`config.mk`:
```
export PLATFORM = sky130hd
export DESIGN_NAME = vram_access_seq
export DESIGN_NICKNAME = d
export VERILOG_FILES = /design/src/rtl/vram_access_seq.sv
export SDC_FILE = /design/constraint.sdc
export NUM_CORES = 1
export LEC_CHECK = 0
export BUFFER_PORTS_ARGS = -buffer_cell sky130_fd_sc_hd__buf_2
export CAP_MARGIN = 10
export CORE_UTILIZATION = 30
export CTS_CLUSTER_DIAMETER = 200
export DETAILED_ROUTE_END_ITERATION = 6
export PLACE_DENSITY_LB_ADDON = 0.25
export REMOVE_ABC_BUFFERS = 1
export SYNTH_ARGS = -nofsm -noshare
export SYNTH_HDL_FRONTEND = slang
export SYNTH_SLANG_ARGS = --single-unit
```
`constraint.sdc`:
```
create_clock -name clock -period 2.4 [get_ports clock]
set_clock_uncertainty 0.1 [all_clocks]
set_input_delay 0.12 -clock clock [delete_from_list [all_inputs] [get_ports clock]]
set_output_delay 0.12 -clock clock [all_outputs]
set_load 0.01 [all_outputs]
```
`src/rtl/vram_access_seq.sv`:
```
// VRAM bus sequencer: runs complete read/write cycles (turnaround, setup, strobe, hold) on the shared VRAM pins.
// Optional macro VRAM_ACCESS_AUTOINC_EN adds cmd_inc (address = previous address + 1).
module vram_access_seq #(
    parameter int ADDR_W        = 15,
    parameter int DATA_W        = 8,
    parameter int SETUP_CYCLES  = 2,
    parameter int STROBE_CYCLES = 4,
    parameter int HOLD_CYCLES   = 2,
    parameter int TURN_CYCLES   = 2
) (
    input  logic                  clock,
    input  logic                  reset,
    // Handshake: a command transfers on a rising edge where cmd_valid && cmd_ready;
    // cmd_ready is high only while idle, and rsp_valid is a one-cycle pulse with no back-pressure.
    input  logic                  cmd_valid,
    output logic                  cmd_ready,
    input  logic                  cmd_write,
    input  logic [1:0]            cmd_chip,
    input  logic [ADDR_W-1:0]     cmd_addr,
    input  logic [2*DATA_W-1:0]   cmd_wdata,
`ifdef VRAM_ACCESS_AUTOINC_EN
    input  logic                  cmd_inc,
`endif
    output logic                  rsp_valid,
    output logic [2*DATA_W-1:0]   rsp_rdata,
    output logic                  busy,
    output logic                  vrd_n,
    output logic                  vawr_n,
    output logic                  vbwr_n,
    output logic                  va14,
    output logic [ADDR_W-2:0]     vaa,
    output logic [ADDR_W-2:0]     vab,
    output logic                  lvl_vd_dir,
    output logic                  vd_tristate,
    output logic [DATA_W-1:0]     vda_o,
    output logic [DATA_W-1:0]     vdb_o,
    input  logic [DATA_W-1:0]     vda_i,
    input  logic [DATA_W-1:0]     vdb_i,
    output logic [2:0]            dbg_state_o
);

    localparam int MAX_SA  = (SETUP_CYCLES > STROBE_CYCLES) ? SETUP_CYCLES : STROBE_CYCLES;
    localparam int MAX_HT  = (HOLD_CYCLES > TURN_CYCLES) ? HOLD_CYCLES : TURN_CYCLES;
    localparam int MAX_CYC = (MAX_SA > MAX_HT) ? MAX_SA : MAX_HT;
    localparam int CNT_W   = $clog2(MAX_CYC) + 1;

    localparam logic [CNT_W-1:0] SETUP_LOAD  = CNT_W'(SETUP_CYCLES - 1);
    localparam logic [CNT_W-1:0] STROBE_LOAD = CNT_W'(STROBE_CYCLES - 1);
    localparam logic [CNT_W-1:0] HOLD_LOAD   = CNT_W'(HOLD_CYCLES - 1);
    localparam logic [CNT_W-1:0] TURN_LOAD   = CNT_W'(TURN_CYCLES - 1);

    localparam logic [2:0] ST_IDLE   = 3'd0;
    localparam logic [2:0] ST_TURN   = 3'd1;
    localparam logic [2:0] ST_SETUP  = 3'd2;
    localparam logic [2:0] ST_STROBE = 3'd3;
    localparam logic [2:0] ST_HOLD   = 3'd4;

    logic [2:0]          state_q, state_d;
    logic [CNT_W-1:0]    cnt_q, cnt_d;
    logic                write_q;
    logic [1:0]          chip_q;
    logic [ADDR_W-1:0]   addr_q;
    logic [DATA_W-1:0]   vda_q, vdb_q;
    logic                dir_q, tri_q;
    logic                vrd_n_q, vawr_n_q, vbwr_n_q;
    logic [2*DATA_W-1:0] sample_q, rdata_q;
    logic                rsp_valid_q;
    logic                accept, cnt_zero;
    logic [ADDR_W-1:0]   addr_sel;

    assign accept   = cmd_valid && (state_q == ST_IDLE);
    assign cnt_zero = (cnt_q == '0);

`ifdef VRAM_ACCESS_AUTOINC_EN
    // addr_q holds the previous address, so it doubles as the increment base (wraps naturally).
    assign addr_sel = cmd_inc ? (addr_q + ADDR_W'(1)) : cmd_addr;
`else
    assign addr_sel = cmd_addr;
`endif

    always_comb begin
        state_d = state_q;
        cnt_d   = cnt_q;
        case (state_q)
            ST_IDLE: begin
                if (cmd_valid) begin
                    // A read only needs a turnaround when the FPGA is still driving the data bus.
                    if (!cmd_write && dir_q) begin
                        state_d = ST_TURN;
                        cnt_d   = TURN_LOAD;
                    end else begin
                        state_d = ST_SETUP;
                        cnt_d   = SETUP_LOAD;
                    end
                end
            end
            ST_TURN: begin
                if (cnt_zero) begin
                    state_d = ST_SETUP;
                    cnt_d   = SETUP_LOAD;
                end else begin
                    cnt_d = cnt_q - CNT_W'(1);
                end
            end
            ST_SETUP: begin
                if (cnt_zero) begin
                    state_d = ST_STROBE;
                    cnt_d   = STROBE_LOAD;
                end else begin
                    cnt_d = cnt_q - CNT_W'(1);
                end
            end
            ST_STROBE: begin
                if (cnt_zero) begin
                    state_d = ST_HOLD;
                    cnt_d   = HOLD_LOAD;
                end else begin
                    cnt_d = cnt_q - CNT_W'(1);
                end
            end
            ST_HOLD: begin
                if (cnt_zero) begin
                    state_d = ST_IDLE;
                    cnt_d   = '0;
                end else begin
                    cnt_d = cnt_q - CNT_W'(1);
                end
            end
            default: begin
                state_d = ST_IDLE;
                cnt_d   = '0;
            end
        endcase
    end

    always_ff @(posedge clock) begin
        if (!reset) begin
            state_q     <= ST_IDLE;
            cnt_q       <= '0;
            write_q     <= 1'b0;
            chip_q      <= 2'b00;
            addr_q      <= '0;
            vda_q       <= '0;
            vdb_q       <= '0;
            dir_q       <= 1'b0;
            tri_q       <= 1'b1;
            vrd_n_q     <= 1'b1;
            vawr_n_q    <= 1'b1;
            vbwr_n_q    <= 1'b1;
            sample_q    <= '0;
            rdata_q     <= '0;
            rsp_valid_q <= 1'b0;
        end else begin
            state_q     <= state_d;
            cnt_q       <= cnt_d;
            rsp_valid_q <= 1'b0;
            if (accept) begin
                write_q <= cmd_write;
                chip_q  <= cmd_chip;
                addr_q  <= addr_sel;
                if (cmd_write) begin
                    dir_q <= 1'b1;
                    tri_q <= 1'b0;
                    vda_q <= cmd_wdata[DATA_W-1:0];
                    vdb_q <= cmd_wdata[2*DATA_W-1:DATA_W];
                end else begin
                    dir_q <= 1'b0;
                    tri_q <= 1'b1;
                end
            end
            // Strobes are registered from the next state so they are low exactly while in STROBE.
            vrd_n_q  <= !((state_d == ST_STROBE) && !write_q);
            vawr_n_q <= !((state_d == ST_STROBE) && write_q && chip_q[0]);
            vbwr_n_q <= !((state_d == ST_STROBE) && write_q && chip_q[1]);
            if ((state_q == ST_STROBE) && cnt_zero && !write_q) begin
                sample_q <= {vdb_i, vda_i};
            end
            if ((state_q == ST_HOLD) && cnt_zero && !write_q) begin
                rsp_valid_q <= 1'b1;
                rdata_q     <= sample_q;
            end
        end
    end

    assign cmd_ready   = (state_q == ST_IDLE);
    assign busy        = (state_q != ST_IDLE);
    assign rsp_valid   = rsp_valid_q;
    assign rsp_rdata   = rdata_q;
    assign vrd_n       = vrd_n_q;
    assign vawr_n      = vawr_n_q;
    assign vbwr_n      = vbwr_n_q;
    assign va14        = addr_q[ADDR_W-1];
    assign vaa         = addr_q[ADDR_W-2:0];
    assign vab         = addr_q[ADDR_W-2:0];
    assign lvl_vd_dir  = dir_q;
    assign vd_tristate = tri_q;
    assign vda_o       = vda_q;
    assign vdb_o       = vdb_q;
    assign dbg_state_o = state_q;

endmodule

```
# Word-level counts from Yosys, hierarchy flattened
# Cells that the tools add are included.
# word_totals
out_inout_bits	72
wordCells	57
in_bits	53
regBits	78
# op_classes
addsub	1
n_eq_ne	6
n_mux	15
reduce_logical	20
# op_table
operator	n
2-to-1 mux 3 bit	9
case mux 3 bit (5 select lines)	1
case mux 3 bit (4 select lines)	1
logical AND 1 bit	10
equality test 3 x 2 -> 1 bit (second input constant)	3
zero test 3 bit	2
zero test 1 bit	5
equality test 3 x 1 -> 1 bit (second input constant)	1
equality test 3 bit (second input constant)	1
2-to-1 mux 1 bit	3
nonzero test 3 bit	1
subtractor 3 x 1 -> 3 bit (second input constant)	1
2-to-1 mux 2 bit	1
inequality test 2 bit (second input constant)	1
AND reduction 2 bit	1
OR reduction 2 bit	1

# Longest topological paths before layout
# depth
depth_word	9
depth_mapped	7
ltp_nobuf	4

# Worst setup path after synthesis
# OpenSTA, ideal clock, no wires.
# synth_path
path_type	reg-to-reg
startpoint	register cnt_q[0]
endpoint	register sample_q[0]
setup_ns	0.115
required_ns	2.185
synth_period_minus_slack_ns	1.857
slack_ns	0.543
path_buffers	3
stages_incl_launch_ff	8
arrival_ns	1.642
path_cell_list	dfxtp_1 > buf_6 > or3_1 > or4_1 > buf_2 > buf_6 > nand3_1 > o21ai_2
# synth_via
elab_chain_cells	3
# synth_lines
item	line_no	source
start, declared	59	logic [CNT_W-1:0] cnt_q, cnt_d;
start signal, assigned	155	cnt_q <= cnt_d;
zero test 3 bit	72	assign cnt_zero = (cnt_q == '0);
logical AND 1 bit (2 in a row)	175	if ((state_q == ST_STROBE) && cnt_zero && !write_q) begin
end signal, assigned	176	sample_q <= {vdb_i, vda_i};
end, declared	66	logic [2*DATA_W-1:0] sample_q, rdata_q;
# No other way between the ends.
# A chain may end at the register's enable or synchronous reset.

# Worst setup path after layout
# layout_path
startpoint	register cnt_q[2]
endpoint	register sample_q[0]
# Same word-level chain as after synthesis.

==> results.cfg <==
[outcome]
status = finished clean

[die]
die_w_um = 102.6
num_rows = 36
die_h_um = 102.6
dieArea_um2 = 10520
core_area_um2 = 9774
start_util_pct = 31.05
io_pins = 125

[route]
drt-initial-drc-count = 67
vias = 2860
viasPerCell = 4.407
drtPass1Iterations = 4
wire_per_inst_um = 11.60
drc = 0
wl_mm = 7.527
antenna_left = 0

[yosys]
syn-instance-count = 355
ys_ff_latch = 77
synth.yosys.seq_area_share_pct = 50.78
synth_edf_count = 0
yosysWarnings = 0
synthFlopType = dfxtp_1
syn-cell-area_um2 = 3035
synth_top_area_cell = dfxtp_1
synth_top_area_share_pct = 50.78
synth_cell_types = 31
async_flop_share_pct = 0
avgSynthCellArea_um2 = 8.550
ys_top_cells_by_area = dfxtp_1, nand2_1, mux2i_1, a21oi_1, buf_4

[sta]
min_period_ns = 1.959
worst_pin_slew_ns = 0.6444
hold_viol = 0
holdWs_ns = 0.03271
rsz0062_at_grt = false
setup_viol = 0
relSlewSlack_pct = 57.04
finalSetupTns_ns = 0
final.period_utilization_pct = 81.63
fmax_ghz = 0.5105
slew_viol_final = 0

[worst_setup_path]
setup.worst_path.end_class = flip-flop
worstSetupPathType = reg2reg
max_stage_delay_ns = 0.48
critical_path.max_fanout = 32
start_kind = flip-flop
crit_path_top_delay_cell = or4_1
cp.required_ns = 2.52
crit_chain = or3_1 -> or4_1 -> buf_4 -> nand3_1 -> o21ai_2
arrival_ns = 2.08

[clock_tree]
cts_buffers = 9
clock_sinks = 77
path_clk_slew_ns = 0.08
tritoncts = yes
ctsHtreeMaxLevel = 3
postCtsHoldBufs = 50
clk_path_buf_depth = 2
cts_root_buf = clkbuf_8
cts_resized = 0
post-cts-setup-buffers = 0
clock_latency_ns = 0.34

[global_route]
groute.usage.overall_pct = 13.72
overflow = 0
grt_pass1_vias = 2388
antenna_found_initial = 0
grt_pass1_wl_mm = 11.16
grt_max_degree = 33

[layout]
diodes = 0
final_cell_mix = buf_2, nand2_1, dfxtp_1, dlygate4sd3_1, a21oi_1
final_common_cell = buf_2
post-route-util_pct = 44.85
fin_nets = 564
drive_above_1_share_pct = 32.17
syn_to_final_growth_pct = 44.44

[min_path]
hold_class = in2reg

[pwr]
pwr_density_cell_nw_per_um2 = 742.1
p_leak_nw = 2.080
ir_worst_vdd_mv = 0.3023

[place]
io_buffer_count = 124
gp_congestion = 0.7580
dpl.hpwl_mm = 4.913

[run]
cap_violations = 0
[state kept, by name (all words and copies together) (netlist names)]
| register | count |
|---|---|
| sample_q | 16 |
| vbwr_n | 1 |
| vdb_o | 8 |
| dbg_state_o | 3 |
| vd_tristate | 1 |
| vda_o | 8 |
| rsp_rdata | 16 |
| write_q | 1 |
| vawr_n | 1 |
| addr_q | 15 |
| rsp_valid | 1 |
| chip_q | 2 |
| vrd_n | 1 |
| cnt_q | 3 |
[cell families after synthesis]
| kind of cell | share of synthesized area, % |
|---|---|
| simple gates | 21.06 |
| flops | 50.78 |
| compound gates | 12.53 |
| buf+inv | 8.739 |
| mux | 6.595 |
| xor+xnor | 0.2886 |
[routing by layer]
metal  vias to the layer above  track usage (%)  wire [um]
met2                        96            22.21       3501
met5                         -                0          0
met1                      1275            17.16       3540
met4                         0            4.945         24
li1                       1485                -          -
met3                         4            4.271        461
[cell type report]
type                    count  area [um2]
clock buffers               9       123.9
clock inverters             7       98.84
fillers                   981        5390
inverters                   4       15.01
multi-input cells         234        1235
flip-flops and latches     77        1541
well taps                 133       166.4
repair buffers            185        1204
[report_power, final]
part / total, W / internal, W / leakage (nW) / switching, W
registers: 0.00147 / 0.00137 / 0.626 / 0.0000911
logic: 0.000705 / 0.000317 / 1.34 / 0.000389
clock network: 0.00108 / 0.000593 / 0.115 / 0.000490
total: 0.00325 / 0.00228 / 2.08 / 0.000970
[critical path: cells and delay by family, from the launching register on]
kind            cells  cell delay [ns]
buf+inv             1             0.26
flops               1             0.36
compound gates      1             0.05
simple gates        3             1.04
[through the flow]
step           instances  worst slack [ns]  power [W]  instance area, um2
2_1_floorplan        315            -1.111   0.001837                2785
3_3_place_gp         583            0.5070   0.002133                3661
3_5_place_dp         583            0.4576   0.002139                3661
4_1_cts              649            0.4479   0.003297                4384
5_1_grt              649            0.2664   0.003455                4384
6_report             649            0.4410   0.003254                4384
[worst paths after layout]
| check | end | from | slack, ns | cells past startpoint |
|---|---|---|---|---|
| setup / recovery | sample_q[0] | cnt_q[2] | 0.44 | 5 |
| hold / removal | dbg_state_o[1] | cmd_write | 0.03 | 3 |
| setup reg to reg | sample_q[0] | cnt_q[2] | 0.44 | 5 |
| hold reg to reg | vawr_n | chip_q[0] | 0.29 | 1 |
[Yosys cell counts (3+ instances only)]
cell type	count
dfxtp_1	77
buf_4	15
inv_1	3
mux2i_1	20
nand3_1	17
buf_2	7
nor4b_1	4
o21ai_0	5
o21ai_1	4
a21oi_1	38
nor3_1	6
nand2_1	91
clkbuf_1	13
nor2_1	22
buf_6	4
o21ai_2	12
a211oi_1	3
(Power assumes the default switching activity.)
